<file path="src/rtl/cart_bus_sequencer.sv">
`default_nettype none
// +--------------------------------------------------------------------------+
// | cart_bus_sequencer: cartridge header bus master (setup/strobe/hold       |
// | cycles, SRAM chip-select decode, data tristate, cartridge reset pin).    |
// | Revision: 1.0                                                            |
// +--------------------------------------------------------------------------+
module cart_bus_sequencer #(
   parameter int unsigned             ADDR_W     = 16,
   parameter int unsigned             DATA_W     = 8,
   parameter int unsigned             SETUP_CYC  = 1,
   parameter int unsigned             STROBE_CYC = 4,
   parameter int unsigned             HOLD_CYC   = 1,
   parameter int unsigned             RST_CYC    = 16,
   parameter logic [ADDR_W-1:0]       SRAM_LO    = 16'hA000,
   parameter logic [ADDR_W-1:0]       SRAM_HI    = 16'hBFFF
) (
   input  logic              clock,
   input  logic              reset_l,
   input  logic              soft_rst,
   input  logic              req_valid,
   output logic              req_ready,
   input  logic              req_write,
   input  logic [ADDR_W-1:0] req_addr,
   input  logic [DATA_W-1:0] req_wdata,
   output logic              rsp_valid,
   output logic [DATA_W-1:0] rsp_rdata,
   output logic              busy,
   output logic [ADDR_W-1:0] hdr_addr,
   output logic              hdr_rd_l,
   output logic              hdr_wr_l,
   output logic              hdr_cs_sram_l,
   output logic              hdr_rst_l,
   output logic [DATA_W-1:0] hdr_data_out,
   output logic              hdr_data_oe,
   input  logic [DATA_W-1:0] hdr_data_in
);

   localparam int unsigned c_MAX_A   = (SETUP_CYC > STROBE_CYC) ? SETUP_CYC : STROBE_CYC;
   localparam int unsigned c_MAX_B   = (HOLD_CYC > RST_CYC) ? HOLD_CYC : RST_CYC;
   localparam int unsigned c_MAX_CYC = (c_MAX_A > c_MAX_B) ? c_MAX_A : c_MAX_B;
   localparam int unsigned c_CNT_W   = $clog2(c_MAX_CYC) + 1;

   localparam logic [c_CNT_W-1:0] c_SETUP_LAST  = c_CNT_W'(SETUP_CYC - 1);
   localparam logic [c_CNT_W-1:0] c_STROBE_LAST = c_CNT_W'(STROBE_CYC - 1);
   localparam logic [c_CNT_W-1:0] c_HOLD_LAST   = c_CNT_W'(HOLD_CYC - 1);
   localparam logic [c_CNT_W-1:0] c_RST_LAST    = c_CNT_W'(RST_CYC - 1);

   typedef enum logic [2:0] {
      ST_RST_SEQ = 3'd0,
      ST_IDLE    = 3'd1,
      ST_SETUP   = 3'd2,
      ST_STROBE  = 3'd3,
      ST_HOLD    = 3'd4
   } state_t;

   state_t              r_state;
   logic [c_CNT_W-1:0]  r_cnt;
   logic                r_write;
   logic                r_soft_pend;
   logic [DATA_W-1:0]   r_cap;

   logic w_hs;
   logic w_sram;

   assign w_hs   = req_valid && req_ready;
   assign w_sram = (req_addr >= SRAM_LO) && (req_addr <= SRAM_HI);

   // r_cnt counts elapsed cycles of the current phase; cleared on every phase entry.
   always_ff @(posedge clock or negedge reset_l) begin
      if (!reset_l) begin
         r_state       <= ST_RST_SEQ;
         r_cnt         <= '0;
         r_write       <= 1'b0;
         r_soft_pend   <= 1'b0;
         r_cap         <= '0;
         req_ready     <= 1'b0;
         rsp_valid     <= 1'b0;
         rsp_rdata     <= '0;
         busy          <= 1'b1;
         hdr_addr      <= '0;
         hdr_rd_l      <= 1'b1;
         hdr_wr_l      <= 1'b1;
         hdr_cs_sram_l <= 1'b1;
         hdr_rst_l     <= 1'b0;
         hdr_data_out  <= '0;
         hdr_data_oe   <= 1'b0;
      end else begin
         rsp_valid <= 1'b0;
         case (r_state)
            ST_RST_SEQ: begin
               if (soft_rst) begin
                  r_cnt <= '0;
               end else if (r_cnt == c_RST_LAST) begin
                  r_state   <= ST_IDLE;
                  r_cnt     <= '0;
                  hdr_rst_l <= 1'b1;
                  req_ready <= 1'b1;
                  busy      <= 1'b0;
               end else begin
                  r_cnt <= r_cnt + 1'b1;
               end
            end
            ST_IDLE: begin
               if (w_hs) begin
                  // A soft reset coinciding with an accepted request waits for it to finish.
                  r_state       <= ST_SETUP;
                  r_cnt         <= '0;
                  r_write       <= req_write;
                  r_soft_pend   <= soft_rst;
                  req_ready     <= 1'b0;
                  busy          <= 1'b1;
                  hdr_addr      <= req_addr;
                  hdr_cs_sram_l <= !w_sram;
                  hdr_data_oe   <= req_write;
                  if (req_write) begin
                     hdr_data_out <= req_wdata;
                  end
               end else if (soft_rst) begin
                  r_state   <= ST_RST_SEQ;
                  r_cnt     <= '0;
                  hdr_rst_l <= 1'b0;
                  req_ready <= 1'b0;
                  busy      <= 1'b1;
               end
            end
            ST_SETUP: begin
               if (soft_rst) begin
                  r_soft_pend <= 1'b1;
               end
               if (r_cnt == c_SETUP_LAST) begin
                  r_state <= ST_STROBE;
                  r_cnt   <= '0;
                  if (r_write) begin
                     hdr_wr_l <= 1'b0;
                  end else begin
                     hdr_rd_l <= 1'b0;
                  end
               end else begin
                  r_cnt <= r_cnt + 1'b1;
               end
            end
            ST_STROBE: begin
               if (soft_rst) begin
                  r_soft_pend <= 1'b1;
               end
               if (r_cnt == c_STROBE_LAST) begin
                  r_state  <= ST_HOLD;
                  r_cnt    <= '0;
                  hdr_rd_l <= 1'b1;
                  hdr_wr_l <= 1'b1;
                  if (!r_write) begin
                     r_cap <= hdr_data_in;
                  end
               end else begin
                  r_cnt <= r_cnt + 1'b1;
               end
            end
            ST_HOLD: begin
               if (r_cnt == c_HOLD_LAST) begin
                  r_cnt         <= '0;
                  r_soft_pend   <= 1'b0;
                  hdr_cs_sram_l <= 1'b1;
                  hdr_data_oe   <= 1'b0;
                  if (!r_write) begin
                     rsp_valid <= 1'b1;
                     rsp_rdata <= r_cap;
                  end
                  if (r_soft_pend || soft_rst) begin
                     r_state   <= ST_RST_SEQ;
                     hdr_rst_l <= 1'b0;
                  end else begin
                     r_state   <= ST_IDLE;
                     req_ready <= 1'b1;
                     busy      <= 1'b0;
                  end
               end else begin
                  if (soft_rst) begin
                     r_soft_pend <= 1'b1;
                  end
                  r_cnt <= r_cnt + 1'b1;
               end
            end
            default: begin
               r_state <= ST_RST_SEQ;
               r_cnt   <= '0;
            end
         endcase
      end
   end

endmodule
`default_nettype wire
</file>
<file path="config.mk">
export PLATFORM = sky130hd
export DESIGN_NAME = cart_bus_sequencer
export DESIGN_NICKNAME = d
export VERILOG_FILES = /design/src/rtl/cart_bus_sequencer.sv
export SDC_FILE = /design/constraint.sdc
export NUM_CORES = 1
export LEC_CHECK = 0
export BUFFER_PORTS_ARGS = -buffer_cell sky130_fd_sc_hd__buf_4
export CAP_MARGIN = 20
export CORE_MARGIN = 3
export CORE_UTILIZATION = 55
export CTS_CLUSTER_SIZE = 8
export DETAILED_ROUTE_END_ITERATION = 6
export HOLD_SLACK_MARGIN = 0.03
export PLACE_DENSITY = 0.85
export SKIP_CTS_REPAIR_TIMING = 1
export SYNTH_ARGS = -nofsm -noshare
export SYNTH_HDL_FRONTEND = slang
export SYNTH_SLANG_ARGS = --single-unit
</file>
<file path="constraint.sdc">
create_clock -name clock -period 3.6 [get_ports clock]
set_input_delay 0.18 -clock clock [delete_from_list [all_inputs] [get_ports clock]]
set_output_delay 0.18 -clock clock [all_outputs]
set_load 0.05 [all_outputs]
</file>
==> impl_summary.md <==
Finish
Leaving out fill and tap cells, the most frequent cell in the layout is sky130_fd_sc_hd__buf_4. The number of diodes added for antenna fixing is 0. The number of fill cells in the layout is 317.

In the layout the commonest cells are 77 x sky130_fd_sc_hd__buf_4, 58 x sky130_fd_sc_hd__nand2_1, 54 x sky130_fd_sc_hd__dfrtp_1, 25 x sky130_fd_sc_hd__mux2_2, 12 x sky130_fd_sc_hd__o21ai_0. In the final design database the tool counted between 300 and 400 nets. The final instance count without filler cells is about 370. The ratio of cells with drive above 1 in the final layout is between 40% and 50%. The final cell utilization of the core is 75.7%. The area overhead of the layout relative to synthesis is 31.9%.

Synthesis
The average instance in the mapped netlist occupies 11.0 µm². Synthesis handed over a netlist of 230 instances. The post-synth net total is between 200 and 300. Sequential cells were found to cover 57.5% of the synthesized design area. The synthesized design contains slightly below 60 register bits. For this run, the number of Yosys warnings is 0. After synthesis the cells add up to around 2500 µm². The netlist uses 39 different library cells.

Worst hold path
The sink of the worst hold path is hdr_addr[11]. In this run the most critical hold path is launched from req_addr[11]. The path class of the tightest hold or removal check is input port to flop. The cell depth of the worst hold path is 3.

Setup path
The critical path starts at r_state[0]. The class of the most critical setup path is flop to flop. The slack of the worst reg-to-reg path is 1520 ps. The type of destination of the critical path is a flop. The kind of launch point of the worst setup path is a flop. The data required time at the worst endpoint is 3820 ps. The endpoint of the worst register-to-register path is hdr_data_out[1]. For the worst flop-to-flop path, the logic depth is 5. In this run the worst path has a maximum fanout of 20. STA puts the critical path data arrival time at between 2000 and 2500 ps.

The worst flop-to-flop path startpoint is r_state[0].

Placement
Counting tap cells, the placed design contains a total of roughly 350 instances. In this run the tool buffered the top-level ports with 76 buffer cells. The half-perimeter wire length after detailed placement is around 4000 µm. The congestion estimate from routability-driven global placement came to a little over 0.8.

Routing
In the final routed layout, each cell accounts on average for around 15 µm. The first routing iteration left 190 violations. The routed design has between 5000 and 6000 µm of wire. The number of nets with antenna violations after routing is 0. After detailed routing, the number of vias per cell comes to ~5.4. The number of design rule violations left after detail routing is 0. The via count is between 1,500 and 2,000.

The pre-antenna-repair detailed-routing pass consisted of 4 iterations.

Floorplanning
The floorplan has 24 rows. The standard cell core area is 4410 µm². The height of the die is approximately 74 µm. The die footprint is about 5500 µm². In this run the count of I/O pins placed on the die edge is a little under 80. The die is around 74 µm wide. The initial core utilization is a little under three fifths.

Power
The switching share of power is a little over two fifths. The static leakage is roughly 1.8 nW. The power density over the cells is just under 800 nW/µm². The design draws approximately 2.6 mW. The reported net switching power is between 1 and 1.5 mW. The peak supply drop is 429 µV. The sequential share of power is a little under two fifths.

The part of the power in combinational logic is between 40% and 50%. The internal power of the cells totals ~1.5 mW. The portion of total power attributed to the clock network is 20.2%.

Clocking
The total clock sinks is between 50 and 60. The number of levels the H-tree was split into is 3. The root buffer cell chosen for the clock tree is sky130_fd_sc_hd__clkbuf_8. The number of buffers inserted during clock tree synthesis is 9.

Clock latency on the worst-skew pair, taken at its later pin, is 340 ps. The clock tree from TritonCTS is done. No sink is reached through more buffers than the 2 on the longest clock path. The register clock-pin slew on the reported worst setup and hold paths is ~70 ps.

Flow run
The tool flagged a number of max-cap violations equal to 0.

Timing
On the final layout, the worst clock skew is between 7 and 8 ps. The number of hold violations in the final report is 0. The worst path in the final design needs a cycle of ~2100 ps, including I/O delays and setup. Measured against its own limit, the worst slew margin works out to a little over half.

For this run, the top clock speed supported by timing is between 0.4 and 0.5 GHz. The number of setup violations in the final report is 0. After routing, the total negative slack on setup checks comes to 0 ps. The slew at the pin with the worst max-slew slack is about 700 ps.

The ratio of final minimum period to clock period is between 50% and 60%. Setup repair after global routing left no endpoint under its margin. The count of pins over their slew limit is 0.

Global route
The initial antenna violation count is 0. For this run the aggregate overflow at the end of global routing stands at 0. The global-route usage over all layers is ~23%. The first global-routing pass estimated roughly 9300 µm of wire. Entering global routing, the biggest net connects a little under 60 pins. The via count of the first global-routing pass is about 2,000.

Outcome
The run finished with clean final reports.
power groups by stage:
| stage | logic (mW) | clock network (mW) | registers (mW) |
|---|---|---|---|
| 2_1_floorplan | 0.359 | 0 | 1.39 |
| 4_1_cts | 1.08 | 0.529 | 0.984 |
| 6_report | 1.08 | 0.523 | 0.983 |
| 3_3_place_gp | 1.05 | 0 | 0.985 |
| 3_5_place_dp | 1.08 | 0 | 0.993 |
| 5_1_grt | 1.16 | 0.562 | 1.01 |
worst max-delay path: stages (launching register included):
cell and delay, ps:
sky130_fd_sc_hd__dfrtp_1 620, sky130_fd_sc_hd__or3b_1 460, sky130_fd_sc_hd__nor2_1 120, sky130_fd_sc_hd__buf_4 240, sky130_fd_sc_hd__nand2_2 200, sky130_fd_sc_hd__mux2_2 320
synthesized netlist by cell type:
| cell type | number | share of area, % |
|---|---|---|
| sky130_fd_sc_hd__a21oi_1 | 5 | 0.99 |
| sky130_fd_sc_hd__o21ai_1 | 1 | 0.20 |
| sky130_fd_sc_hd__or3b_1 | 1 | 0.35 |
| sky130_fd_sc_hd__nand2_1 | 58 | 8.6 |
| sky130_fd_sc_hd__a32oi_1 | 1 | 0.35 |
| sky130_fd_sc_hd__or4b_1 | 1 | 0.40 |
| sky130_fd_sc_hd__nand2_2 | 1 | 0.25 |
| sky130_fd_sc_hd__buf_6 | 1 | 0.44 |
| sky130_fd_sc_hd__o221ai_4 | 1 | 1.0 |
| sky130_fd_sc_hd__nor2b_1 | 3 | 0.74 |
| sky130_fd_sc_hd__dfstp_2 | 4 | 4.2 |
| sky130_fd_sc_hd__buf_4 | 1 | 0.30 |
| sky130_fd_sc_hd__and2_2 | 1 | 0.30 |
| sky130_fd_sc_hd__a32o_1 | 1 | 0.40 |
| sky130_fd_sc_hd__dfrtp_1 | 54 | 53 |
| sky130_fd_sc_hd__mux2_2 | 25 | 11 |
| sky130_fd_sc_hd__nor4b_1 | 1 | 0.35 |
| sky130_fd_sc_hd__o31ai_1 | 4 | 1.2 |
| sky130_fd_sc_hd__clkbuf_1 | 2 | 0.30 |
| sky130_fd_sc_hd__or2_1 | 1 | 0.25 |
| sky130_fd_sc_hd__nor3_1 | 6 | 1.2 |
| sky130_fd_sc_hd__inv_1 | 9 | 1.3 |
| sky130_fd_sc_hd__o21ai_0 | 12 | 2.4 |
| sky130_fd_sc_hd__a311oi_1 | 1 | 0.35 |
| sky130_fd_sc_hd__buf_2 | 4 | 0.79 |
| sky130_fd_sc_hd__and4_1 | 1 | 0.35 |
| sky130_fd_sc_hd__nand2b_1 | 1 | 0.25 |
| sky130_fd_sc_hd__nor3b_2 | 2 | 0.99 |
| sky130_fd_sc_hd__ha_1 | 4 | 2.0 |
| sky130_fd_sc_hd__nor2_1 | 9 | 1.3 |
| sky130_fd_sc_hd__a22o_2 | 1 | 0.40 |
| sky130_fd_sc_hd__o21a_1 | 1 | 0.30 |
| sky130_fd_sc_hd__o22ai_1 | 2 | 0.49 |
| sky130_fd_sc_hd__and3_1 | 2 | 0.49 |
| sky130_fd_sc_hd__nand3_2 | 1 | 0.40 |
| sky130_fd_sc_hd__xnor2_1 | 1 | 0.35 |
| sky130_fd_sc_hd__nand3_1 | 4 | 0.79 |
| sky130_fd_sc_hd__or2_2 | 1 | 0.25 |
| sky130_fd_sc_hd__mux2_4 | 1 | 0.59 |
sequential cells by signal, indices dropped and copies added (netlist names), 3 cells and up:
register      flops
hdr_addr         16
r_cap             8
hdr_data_out      8
rsp_rdata         8
r_state           3
r_cnt             5
cell type report:
class / count / area (µm²) / share of cell area (%)
flip-flops and latches: 58 / 1460 / 43.6
multi-input cells: 155 / 996 / 29.8
repair buffers: 81 / 618 / 18.5
clock buffers: 11 / 141 / 4.23
well taps: 52 / 65.1 / 1.95
inverters: 9 / 33.8 / 1.01
clock inverters: 5 / 30.0 / 0.899
worst max-delay path by stage:
stage | end | slack, ps | depth (start not counted)
final | hdr_data_out[1] | 1520 | 5
after global placement | hdr_data_out[4] | 1590 | 5
after floorplan | hdr_rst_l | 1740 | 7
after detailed placement | hdr_data_out[7] | 1530 | 5
after CTS | hdr_data_out[1] | 1510 | 5
after global routing | hdr_data_out[3] | 1360 | 5
cells by family (layout without fill, tap and decap cells):
logic type	after synthesis	after routing	share of synthesized area (%)
adders and majority gates	4	4	1.98
buffers and inverters	17	106	3.16
muxes	26	26	11.7
DFF	58	58	57.5
AOI/OAI and AO/OA	30	30	8.05
xor gates and xnor gates	1	1	0.346
and+or+nand+nor	94	94	17.2
metal layers:
layer / vias up / part of all wire [%] / GRT usage [%]
met4: 0 / 1.3 / 6.64
li1: 953 / - / -
met2: 80 / 49 / 34.1
met3: 9 / 8.7 / 10.3
met5: - / 0 / 0
met1: 949 / 41 / 29.8
stage by stage:
step	setup WS, ps	hold WS [ps]	area, µm²
global placement	1590	276	3130
CTS	1510	-85.5	3300
detailed placement	1530	276	3130
finish	1520	23.5	3340
global route	1360	33.2	3340
floorplan	1740	-116	2530
No activity file was read; power rests on OpenSTA's default activity.
